===== src/rtl/fp_normalize_round.sv =====
`default_nettype none
// ============================================================================
// Module   : fp_normalize_round
// Purpose  : Normalize-and-round stage of the FP adder datapath. It takes the
//            aligned ALU sum and produces the sign, biased exponent and
//            23-bit fraction for the pack stage. Rounding is
//            round-to-nearest-even. There are valid/ready handshakes on both
//            sides, and at most one operation is in flight.
// Options  : FPNORM_FAST_SHIFT_EN - when defined, left normalization uses a
//            leading-zero count and completes in a single SHIFT cycle.
//            Results are the same as the one-bit-per-cycle default.
// Revision : 1.0 - initial release
// ============================================================================
module fp_normalize_round (
  input  logic        clk,
  input  logic        rst_n,
  input  logic        in_valid,
  output logic        in_ready,
  input  logic [23:0] alignedResult,
  input  logic        carryOut,
  input  logic        alignedSign,
  input  logic [7:0]  exponentOut,
  input  logic        guardBit,
  input  logic        roundBit,
  input  logic        stickyBit,
  output logic        out_valid,
  input  logic        out_ready,
  output logic        normalizedSign,
  output logic [7:0]  normalizedExponent,
  output logic [22:0] normalizedMantissa,
  output logic        overflow,
  output logic        underflow
);

  typedef enum logic [1:0] {
    IDLE  = 2'd0,
    SHIFT = 2'd1,
    ROUND = 2'd2,
    DONE  = 2'd3
  } state_t;

  state_t            state;
  // The carry is resolved when an operand is accepted. Only {mant[23:0], G, R, S} is kept.
  logic [26:0]       work;
  logic signed [9:0] exp_q;
  logic              sign_q;

  logic              accept;
  logic [7:0]        exp_in8;
  logic signed [9:0] exp_in;
  logic              is_special;
  logic              is_zero;
  logic [26:0]       work_load;
  logic signed [9:0] exp_load;
  logic              load_norm;

  logic [26:0]       work_shift;
  logic signed [9:0] exp_shift;
  logic              shift_done;

  logic [23:0]       mant;
  logic              round_up;
  logic              inexact;
  logic [24:0]       sum;
  logic [23:0]       mant_r;
  logic signed [9:0] exp_r;

  assign in_ready = (state == IDLE);
  assign accept   = in_valid & in_ready;

  // Decode an incoming operand into working-register form (subnormal exp 0 acts as 1)
  always_comb begin
    exp_in8    = (exponentOut == 8'd0) ? 8'd1 : exponentOut;
    exp_in     = $signed({2'b00, exp_in8});
    is_special = (exponentOut == 8'hFF);
    is_zero    = ~carryOut & (alignedResult == 24'd0) & ~guardBit & ~roundBit & ~stickyBit;
    if (carryOut) begin
      // Right shift by one: the bit that falls off R joins the sticky bit
      work_load = {1'b1, alignedResult, guardBit, roundBit | stickyBit};
      exp_load  = exp_in + 10'sd1;
    end else begin
      work_load = {alignedResult, guardBit, roundBit, stickyBit};
      exp_load  = exp_in;
    end
    load_norm = work_load[26] | (exp_load == 10'sd1);
  end

`ifdef FPNORM_FAST_SHIFT_EN
  logic [4:0]        lzc;
  logic signed [9:0] exp_room;
  logic [9:0]        shamt;

  // Normalize in one step: leading zeros of {mant, G, R}, limited so E stays >= 1
  always_comb begin
    lzc = 5'd26;
    for (int i = 0; i < 26; i++) begin
      if (work[i+1]) lzc = 5'(25 - i);
    end
    exp_room = exp_q - 10'sd1;
    if ($signed({5'b00000, lzc}) < exp_room) shamt = {5'b00000, lzc};
    else                                      shamt = $unsigned(exp_room);
    work_shift = {work[26:1] << shamt, work[0]};
    exp_shift  = exp_q - $signed(shamt);
    shift_done = 1'b1;
  end
`else
  // One-bit left shift: mant takes G, G takes R, R clears, sticky is kept
  always_comb begin
    work_shift = {work[25:1], 1'b0, work[0]};
    exp_shift  = exp_q - 10'sd1;
    shift_done = work_shift[26] | (exp_shift == 10'sd1);
  end
`endif

  // Round to nearest even; a mantissa carry-out renormalizes to 1.0 x 2^(E+1)
  always_comb begin
    mant     = work[26:3];
    round_up = work[2] & (work[1] | work[0] | mant[0]);
    inexact  = |work[2:0];
    sum      = {1'b0, mant} + {24'd0, round_up};
    if (sum[24]) begin
      mant_r = 24'h800000;
      exp_r  = exp_q + 10'sd1;
    end else begin
      mant_r = sum[23:0];
      exp_r  = exp_q;
    end
  end

  // Control FSM with registered result and flags
  always_ff @(posedge clk or negedge rst_n) begin
    if (!rst_n) begin
      state              <= IDLE;
      work               <= 27'd0;
      exp_q              <= 10'sd0;
      sign_q             <= 1'b0;
      out_valid          <= 1'b0;
      normalizedSign     <= 1'b0;
      normalizedExponent <= 8'd0;
      normalizedMantissa <= 23'd0;
      overflow           <= 1'b0;
      underflow          <= 1'b0;
    end else begin
      case (state)
        IDLE: begin
          if (accept) begin
            if (is_special) begin
              normalizedSign     <= alignedSign;
              normalizedExponent <= 8'hFF;
              normalizedMantissa <= alignedResult[22:0];
              overflow           <= 1'b0;
              underflow          <= 1'b0;
              out_valid          <= 1'b1;
              state              <= DONE;
            end else if (is_zero) begin
              normalizedSign     <= 1'b0;
              normalizedExponent <= 8'd0;
              normalizedMantissa <= 23'd0;
              overflow           <= 1'b0;
              underflow          <= 1'b0;
              out_valid          <= 1'b1;
              state              <= DONE;
            end else begin
              work   <= work_load;
              exp_q  <= exp_load;
              sign_q <= alignedSign;
              state  <= load_norm ? ROUND : SHIFT;
            end
          end
        end
        SHIFT: begin
          work  <= work_shift;
          exp_q <= exp_shift;
          if (shift_done) state <= ROUND;
        end
        ROUND: begin
          normalizedSign <= sign_q;
          if (exp_r >= 10'sd255) begin
            normalizedExponent <= 8'hFF;
            normalizedMantissa <= 23'd0;
            overflow           <= 1'b1;
            underflow          <= 1'b0;
          end else if (!mant_r[23]) begin
            normalizedExponent <= 8'd0;
            normalizedMantissa <= mant_r[22:0];
            overflow           <= 1'b0;
            underflow          <= inexact;
          end else begin
            normalizedExponent <= exp_r[7:0];
            normalizedMantissa <= mant_r[22:0];
            overflow           <= 1'b0;
            underflow          <= 1'b0;
          end
          out_valid <= 1'b1;
          state     <= DONE;
        end
        DONE: begin
          if (out_ready) begin
            out_valid <= 1'b0;
            state     <= IDLE;
          end
        end
        default: state <= IDLE;
      endcase
    end
  end

endmodule
`default_nettype wire


===== config.mk =====
export PLATFORM = sky130hd
export DESIGN_NAME = fp_normalize_round
export DESIGN_NICKNAME = d
export VERILOG_FILES = /design/src/rtl/fp_normalize_round.sv
export SDC_FILE = /design/constraint.sdc
export NUM_CORES = 1
export LEC_CHECK = 0
export CAP_MARGIN = 25
export CELL_PAD_IN_SITES_DETAIL_PLACEMENT = 1
export CELL_PAD_IN_SITES_GLOBAL_PLACEMENT = 1
export CORE_MARGIN = 10
export CORE_UTILIZATION = 41
export CTS_CLUSTER_DIAMETER = 60
export DETAILED_ROUTE_END_ITERATION = 6
export PLACE_DENSITY_LB_ADDON = 0.1
export SLEW_MARGIN = 10
export SYNTH_ARGS = -nofsm -noshare
export SYNTH_HDL_FRONTEND = slang
export SYNTH_SLANG_ARGS = --single-unit

===== constraint.sdc =====
create_clock -name clk -period 3.9 [get_ports clk]
set_input_delay 0.78 -clock clk [delete_from_list [all_inputs] [get_ports clk]]
set_output_delay 0.78 -clock clk [all_outputs]
set_load 0.005 [all_outputs]

==> impl_metrics.csv <==
group,metric,value,unit
die,initial_utilization,0.416,
clocking,numCtsBuffers,9,
timing,final-setup-viol-count,0,
detailed_routing,met3_length,604,um
final_layout,diodes,0,
synthesis,synth-seq-cells,75,
clocking,clock_sinks,75,
worst_hold_path,hold_path_class,"primary input to async pin",
critical_path,cpMostUsedCell,"or4_4",
power,p_int,0.00245,W
run_status,outcome,"completed",
global_route,grt_pass1_vias,5106,
detailed_routing,maxUsedRoutingLayer,"met4",
global_route,antenna_found_initial,0,
global_route,track_usage,0.204,
final_layout,areaGrowthSynthToFinish,24.0,%
detailed_routing,wl_met2,8480,um
power,power,0.00433,W
detailed_routing,wl_per_cell,20.4,um
clocking,clk_pin_slew,0.06,ns
synthesis,synth_area_leaders,"dfrtp_1 38%, nand2_1 8.4%, mux2i_1 6.0%",
timing,hold_viol_final,0,
detailed_routing,wl,16400,um
die,ios,77,
synthesis,synth_edf_count,0,
die,die_h,130,um
synthesis,synth_nets,645,
detailed_routing,route.detailed.drc,0,
place,place.gp.congestion,0.814,
timing,fin_setup_tns,0,ns
final_layout,fin_util,0.517,
die,die-width,130,um
place,hpwl,11800,um
synthesis,synth_cells,596,
timing,worst_pin_slew,0.843,ns
synthesis,syn_area_per_cell,8.36,sq um
clocking,cts_setup_buffers,0,
global_route,grt_max_degree,76,
timing,grt_setup_unrepaired,"no",
detailed_routing,drt-initial-drc-count,309,
synthesis,synthArstFlopShare,1.00,
place,port_buffers,76,
die,core_region_area,0.0120,sq mm
clocking,insertion_delay,0.34,ns
clocking,h-tree-depth,3,
timing,finalCriticalPeriod,3.28,ns
synthesis,ys_seq_area_frac,0.377,
clocking,cts_tree,"yes",
critical_path,worstPathRequired,4.16,ns
final_layout,layout-drive-gt1-share,0.0760,
critical_path,start_kind,"flip-flop",
power,seq_power_share,0.353,
synthesis,netlist-cell-type-count,62,
place,pre_cts_ws,0.530,ns
critical_path,endpoint_kind,"flip-flop",
clocking,hold_buffers,0,
synthesis,synth.cell_area,0.00498,sq mm
global_route,grt_pass1_wl,27400,um
power,leakagePower,2.53,nW
power,clkPwrFrac,0.196,
critical_path,critPathTopFamily,"simple AND/OR/NAND/NOR gates",
power,peakVddDrop,290,uV
detailed_routing,firstDrtPassIters,4,
final_layout,multi_input_area,0.00292,sq mm
timing,drv_slew,0,
clocking,cts.path.max_buffers,2,
detailed_routing,viasPerCell,5.84,
critical_path,critPathMaxStageDelay,0.58,ns
power,swShare,0.434,
detailed_routing,antenna_left,0,
critical_path,path_class,"flip-flop to flip-flop",
detailed_routing,vias,4705,
die,rows,40,
global_route,grt_remaining_overflow,0,
synthesis,synth_top_area_frac,0.377,
final_layout,seq_area,0.00188,sq mm
critical_path,slowest_stage,"or4_4",
critical_path,cp_max_fo,8,
final_layout,layout.nets,702,
critical_path,path_buf_inv,0,
synthesis,synth_top_area_cell,"dfrtp_1",
timing,fin_crit_sh,0.842,
die,dieArea,0.0170,sq mm
timing,max_freq,305,MHz
synthesis,synth_top_flop_cell,"dfrtp_1",
detailed_routing,wl_met1,7170,um
timing,finClkSkew,0.00554,ns
critical_path,cp_cell_sequence,"and2_1, ha_1, nand3_4, nor4_4, nand2_4, or4_4, mux2_4, or4_4, o211ai_2",
final_layout,design_area,0.00618,sq mm
power,powerDensity,700,mW/mm^2
timing,setup_ws,0.618,ns
critical_path,worstPathArrival,3.54,ns
power,power_frac_comb,0.451,
run,timing.max_cap.violations,0,
timing,slew_headroom,0.433,
clocking,cts_resized,0,
power,switchingPower,0.00188,W
synthesis,yosys_warnings,0,
clocking,root_buffer,"clkbuf_16",
final_layout,fillers,1432,
place,placed_area,0.00586,sq mm
## area by class of cell
| type | instances | share of cell area |
|---|---|---|
| Tap cell | 147 | 0.0298 |
| Clock buffer | 14 | 0.0411 |
| Sequential cell | 75 | 0.304 |
| Timing Repair Buffer | 88 | 0.140 |
| Multi-Input combinational cell | 466 | 0.472 |
| Clock inverter | 2 | 0.00567 |
| Inverter | 13 | 0.00790 |
## logic make-up (layout without fill, tap and decap cells)
family | after synthesis | in the layout | synth area share
xor gates and xnor gates | 38 | 38 | 0.0668
AOI/OAI and AO/OA | 141 | 141 | 0.186
DFF | 75 | 75 | 0.377
adders and majority gates | 8 | 8 | 0.0201
muxes | 33 | 33 | 0.0678
buffers and inverters | 55 | 117 | 0.0437
and+or+nand+nor | 246 | 246 | 0.239
## synth_stat cells, types with 4 or more instances
| cell | n |
|---|---|
| nor2b_1 | 6 |
| nor2_1 | 52 |
| o22ai_1 | 6 |
| clkbuf_1 | 35 |
| o211ai_2 | 8 |
| ha_1 | 8 |
| a21oi_1 | 42 |
| o221ai_1 | 23 |
| o31ai_1 | 5 |
| dfrtp_1 | 75 |
| nand2_1 | 111 |
| nand3_1 | 15 |
| nor3_1 | 6 |
| xor2_1 | 20 |
| and3_1 | 7 |
| nor4_1 | 9 |
| mux2i_1 | 30 |
| inv_1 | 12 |
| o21ai_0 | 39 |
| and4_1 | 4 |
| nand4_1 | 12 |
| xnor2_1 | 18 |
## worst paths after layout
path / startpoint / to / slack (ns) / cells after the start
setup / recovery: work[2] / normalizedExponent[6] / 0.62 / 9
hold / removal: rst_n / exp_q[6] / 0.39 / 1
setup reg to reg: work[2] / normalizedExponent[6] / 0.62 / 9
hold reg to reg: normalizedMantissa[14] / normalizedMantissa[14] / 0.49 / 2
max in group asynchronous: rst_n / work[16] / 2.92 / 2
min in group clk: normalizedMantissa[14] / normalizedMantissa[14] / 0.49 / 2
## power by group through the flow
| stage | registers [W] | logic (W) | clock network, W |
|---|---|---|---|
| 6_report | 0.00153 | 0.00195 | 0.000848 |
| 5_1_grt | 0.00159 | 0.00219 | 0.000902 |
| 4_1_cts | 0.00152 | 0.00197 | 0.000858 |
| 3_5_place_dp | 0.00153 | 0.00196 | 0 |
| 3_3_place_gp | 0.00152 | 0.00188 | 0 |
| 2_1_floorplan | 0.00136 | 0.00131 | 0 |
## metal layers
layer | vias to the layer above | global-route usage
li1 | 2237 | -
met1 | 2376 | 0.251
met2 | 76 | 0.352
met3 | 16 | 0.0458
met4 | 0 | 0.0463
met5 | - | 0
## placed cells by master, fill, tap and decap left out, drive strengths merged, types with 16 or more instances in the layout
master	count
nand2	112
dfrtp	75
clkdlybuf4s50	74
nor2	52
a21oi	42
o21ai	40
mux2i	30
o221ai	23
xor2	20
xnor2	18
nand3	16
## per-stage QoR
| step | instances | hold slack (ns) |
|---|---|---|
| after global placement | 788 | 0.470 |
| after CTS | 804 | 0.492 |
| after detailed placement | 788 | 0.472 |
| after floorplan | 596 | 0.473 |
| final | 805 | 0.392 |
| after global routing | 805 | 0.423 |
## worst reg2reg max path, stage by stage, from the launching register on
cell,delay (ns)
dfrtp_1,0.46
and2_1,0.21
ha_1,0.25
nand3_4,0.13
nor4_4,0.53
nand2_4,0.15
or4_4,0.47
mux2_4,0.31
or4_4,0.58
o211ai_2,0.11
## flip-flops by register name (all words and copies together), names as in the netlist
| name | cells |
|---|---|
| state | 2 |
| normalizedExponent | 8 |
| normalizedSign | 1 |
| sign_q | 1 |
| underflow | 1 |
| overflow | 1 |
| out_valid | 1 |
| normalizedMantissa | 23 |
| work | 27 |
| exp_q | 10 |
(Power assumes the default switching activity.)
